**config.mk**
```make
export PLATFORM = sky130hd
export DESIGN_NAME = dmux_stream
export DESIGN_NICKNAME = d
export VERILOG_FILES = /design/src/rtl/dmux_stream_pkg.sv /design/src/rtl/dmux_slot.sv /design/src/rtl/dmux_stream.sv
export SDC_FILE = /design/constraint.sdc
export NUM_CORES = 1
export LEC_CHECK = 0
export BUFFER_PORTS_ARGS = -buffer_cell sky130_fd_sc_hd__buf_2
export CAP_MARGIN = 20
export CORE_MARGIN = 1
export CORE_UTILIZATION = 40
export CTS_BUF_LIST = sky130_fd_sc_hd__clkbuf_4 sky130_fd_sc_hd__clkbuf_8 sky130_fd_sc_hd__clkbuf_16
export CTS_CLUSTER_SIZE = 24
export DETAILED_ROUTE_END_ITERATION = 7
export PLACE_DENSITY = 0.73
export SYNTH_ARGS = -nofsm -noshare
export SYNTH_HDL_FRONTEND = slang
export SYNTH_SLANG_ARGS = --single-unit
```
**constraint.sdc**
```tcl
create_clock -name clk -period 2.2 [get_ports clk]
set_clock_uncertainty 0.15 [all_clocks]
set_input_delay 0.44 -clock clk [delete_from_list [all_inputs] [get_ports clk]]
set_output_delay 0.44 -clock clk [all_outputs]
set_load 0.02 [all_outputs]
```
**src/rtl/dmux_stream_pkg.sv**
```systemverilog
// Shared definitions for the stream demultiplexer: channel-count ceiling and
// the select range check used by the top-level decode.
package dmux_stream_pkg;

  localparam int DMUX_MAX_N = 16;

  // A select is out of range when it names no instantiated channel.
  function automatic logic sel_oor(input int unsigned s, input int unsigned n);
    return (s >= n) || (s >= DMUX_MAX_N);
  endfunction

endpackage

```
**src/rtl/dmux_slot.sv**
```systemverilog
// One-entry output holding register. A load always wins over a drain, so a
// slot that drains and reloads on the same edge stays valid with the new word.
module dmux_slot #(
  parameter int W = 32
) (
  input  logic         clk,
  input  logic         rst_n,
  input  logic         load,
  input  logic [W-1:0] d,
  input  logic         ready,
  output logic [W-1:0] q,
  output logic         valid,
  output logic         free
);

  assign free = ~valid | ready;

  always_ff @(posedge clk or negedge rst_n) begin
    if (!rst_n) begin
      q     <= '0;
      valid <= 1'b0;
    end else if (load) begin
      q     <= d;
      valid <= 1'b1;
    end else if (ready) begin
      valid <= 1'b0;
    end
  end

endmodule

```
**src/rtl/dmux_stream.sv**
```systemverilog
// Registered 1-to-N stream demultiplexer: unicast by sel or broadcast to all
// channels, one holding slot per channel, err pulse on dropped out-of-range words.
module dmux_stream
  import dmux_stream_pkg::*;
#(
  parameter int W  = 32,
  parameter int N  = 4,
  parameter int SW = 2
) (
  input  logic           clk,
  input  logic           rst_n,
  input  logic [W-1:0]   din,
  input  logic [SW-1:0]  sel,
  input  logic           bcast,
  input  logic           din_valid,
  output logic           din_ready,
  output logic [N*W-1:0] dout,
  output logic [N-1:0]   dout_valid,
  input  logic [N-1:0]   dout_ready,
  output logic           err
);

  logic [N-1:0][W-1:0] q;
  logic [N-1:0]        free;
  logic [N-1:0]        hit;
  logic [N-1:0]        load;
  logic                oor;
  logic                accept;

  assign oor    = sel_oor(32'(sel), N);
  assign accept = din_valid & din_ready;

  // Out-of-range words are swallowed, so they never stall the producer.
  assign din_ready = bcast ? &free : (oor ? 1'b1 : |(free & hit));

  for (genvar k = 0; k < N; k++) begin : g_slot
    assign hit[k]  = (sel == SW'(k));
    assign load[k] = accept & (bcast | hit[k]);

    dmux_slot #(.W(W)) u_slot (
      .clk   (clk),
      .rst_n (rst_n),
      .load  (load[k]),
      .d     (din),
      .ready (dout_ready[k]),
      .q     (q[k]),
      .valid (dout_valid[k]),
      .free  (free[k])
    );
  end

  assign dout = q;

  always_ff @(posedge clk or negedge rst_n) begin
    if (!rst_n) err <= 1'b0;
    else        err <= accept & ~bcast & oor;
  end

endmodule

```
==> reports/metrics.cfg <==
[timing]
grt_setup_unrepaired = true
fmax_mhz = 455.6
whs_ns = 0.1386
fin_crit_sh_pct = 99.77
setup_viol = 0
drv_slew = 0
period_minus_slack_ns = 2.195
hold_viol = 0

[place]
hpwl_um = 9041
placed_cells = 718
port_buffers = 174
routabilityCongestion = 0.7643

[worst_hold_path]
hold_end = g_slot[3].u_slot.q[29]
hp-start = din[29]
min_path_cells = 2
holdCritPathClass = in2reg

[cells_and_area]
syn2layout_area_growth_pct = 36.57
antenna_cells = 0
final_nets = 609
drive_above_1_share_pct = 51.12
fin_cells = 751
nFillCells = 1060

[pwr]
ir_drop_mv = 0.7262
power_density_nw_per_um2 = 1366
p_leak_nw = 3.446

[yosys]
synth.distinct_cells = 22
syn_nets = 425
async_reset_ff_share_pct = 100.0
synth_area_leaders = dfrtp_1 (64%), mux2_2 (13%), mux2_1 (7.4%), nand2_1 (4.9%), o22ai_1 (4.0%)
synth-main-ff-cell = dfrtp_1
synth.most_common_cell = dfrtp_1
synth_warnings = 0
ys_seq_area_share_pct = 63.72
synth_edf_count = 0
ys_ff_latch = 132
synth_top_area_share_pct = 63.72
syn_inst = 383
synth_top_area_cell = dfrtp_1
syn_avg_cell_area_um2 = 13.53
yosys-top-cells-count = dfrtp_1 (132), nand2_1 (67), mux2_2 (62), mux2_1 (34), o22ai_1 (33)
synth_area_um2 = 5184

[clock_network]
numCtsBuffers = 17
cts_tree = built
cts.path.max_buffers = 2
htreeDepth = 4
numClockSinks = 132
cts_root_buf = clkbuf_16
cts.reportedPaths.clkPinSlew_ns = 0.06
clkLatencyLatePin_ns = 0.41

[worst_setup_path]
startpoint_type = flip-flop
critPathMaxFanout = 6
worstSetupEndpointType = output pin
worstRegToRegCells = 5
critPathLaunch = g_slot[0].u_slot.valid
timing.rr.start = g_slot[0].u_slot.valid
regToRegSetupSlack_ns = 0.30
crit_required_ns = 1.61
cp.arrival_ns = 1.61
r2r_end = g_slot[1].u_slot.q[28]
critical_path_class = reg2out

[drt]
vias_per_cell = 5.011
wl_met1_um = 5586
wl_per_cell_um = 17.54
wl_met2_um = 6546
vias = 3763
routed_wl_um = 13170
drcViolationCount = 0
wl_met3_um = 888
first_pass_iters = 4
postRouteAntennaNets = 0
highest_layer = met4
drt_iter0_markers = 169

[floorplanning]
initial_core_util_pct = 41.08
die-area_um2 = 13420
die_h_um = 115.8
die_width_um = 115.8
pin_count = 176
rows = 41
core_um2 = 12620

[grt]
antenna_found_initial = 0
overflow = 0
track_usage_pct = 20.86
grt_pass1_wl_um = 20800
grt_pass1_vias = 3910
grt_max_degree = 59

[outcome]
status = completed

[job]
max-cap-violations = 0

stage by stage:
stage / worst slack (ns) / setup TNS (ns) / utilization, % / power (mW) / instance area [um^2]
2_1_floorplan: 0.2760 / 0 / - / 5.404 / 5184
3_3_place_gp: 0.06271 / 0 / 50.59 / 6.511 / 6385
3_5_place_dp: -0.003261 / -0.003261 / 50.59 / 6.639 / 6385
4_1_cts: -0.01153 / -0.01153 / 56.02 / 9.761 / 7069
5_1_grt: -0.06471 / -0.06471 / 56.10 / 10.13 / 7079
6_report: 0.004991 / 0 / 56.10 / 9.673 / 7079
worst max path at each step:
| stage | to | slack, ns |
|---|---|---|
| floorplan | g_slot[1].u_slot.q[12] | 0.28 |
| global placement | g_slot[1].u_slot.q[9] | 0.06 |
| detailed placement | g_slot[1].u_slot.q[28] | -0.003 |
| CTS | din_ready | -0.01 |
| global route | din_ready | -0.06 |
| finish | din_ready | 0.005 |
cells by family after synthesis:
kind of cell | after synthesis | synth area share, %
and+or+nand+nor | 85 | 6.952
AOI/OAI and AO/OA | 39 | 5.141
buffers and inverters | 30 | 3.258
other | 1 | 0.07234
DFF | 132 | 63.72
muxes | 96 | 20.85
cell type report:
cell class / count / area, um^2 / area share (%)
Multi-Input combinational cell: 221 / 1785 / 25.22
Sequential cell: 132 / 3303 / 46.66
Inverter: 3 / 11.26 / 0.1591
Clock inverter: 13 / 207.7 / 2.934
Clock buffer: 18 / 439.2 / 6.204
Tap cell: 172 / 215.2 / 3.040
Timing Repair Buffer: 192 / 1117 / 15.78
layout by cell type (no fill, tap or decap), types with 3 or more instances in the layout:
cell type	Yosys	layout
clkinvlp_4	0	4
nand2b_1	6	3
nand3_1	4	4
inv_1	3	3
clkbuf_16	0	17
mux2_1	34	34
dfrtp_1	132	132
buf_2	0	172
mux2_2	62	62
buf_12	0	8
buf_4	15	10
o22ai_1	33	32
bufinv_16	0	5
nand2_1	67	67
where the power goes:
part	switching [mW]	internal [mW]	total, mW
clock	1.04	2.03	3.07
combinational	1.84	1.17	3.01
sequential	0.402	3.19	3.59
what timing repair did:
action,4_1_cts,5_1_grt
endpoints found under the hold margin,17,0
pin swaps,0,0
hold buffers,1,0
setup buffers,1,0
resized for setup,5,3
setup endpoints to repair,1,1
flip-flops by register name, summed over array words and instances (netlist names):
name / count
g_slot.u_slot.valid: 4
g_slot.u_slot.q: 128
worst max-delay path, stage by stage, from the launching register on:
cell and delay (ns):
dfrtp_1 0.40, nand2b_4 0.12, nor2_2 0.04, o31a_1 0.28, o22ai_2 0.19, buf_6 0.15
metal layers:
metal	GRT usage, %	vias to the layer above
li1	-	1697
met1	25.46	1905
met2	34.25	147
met3	7.061	14
met4	7.949	0
met5	0	-
Power figures use the tool's default switching activity.
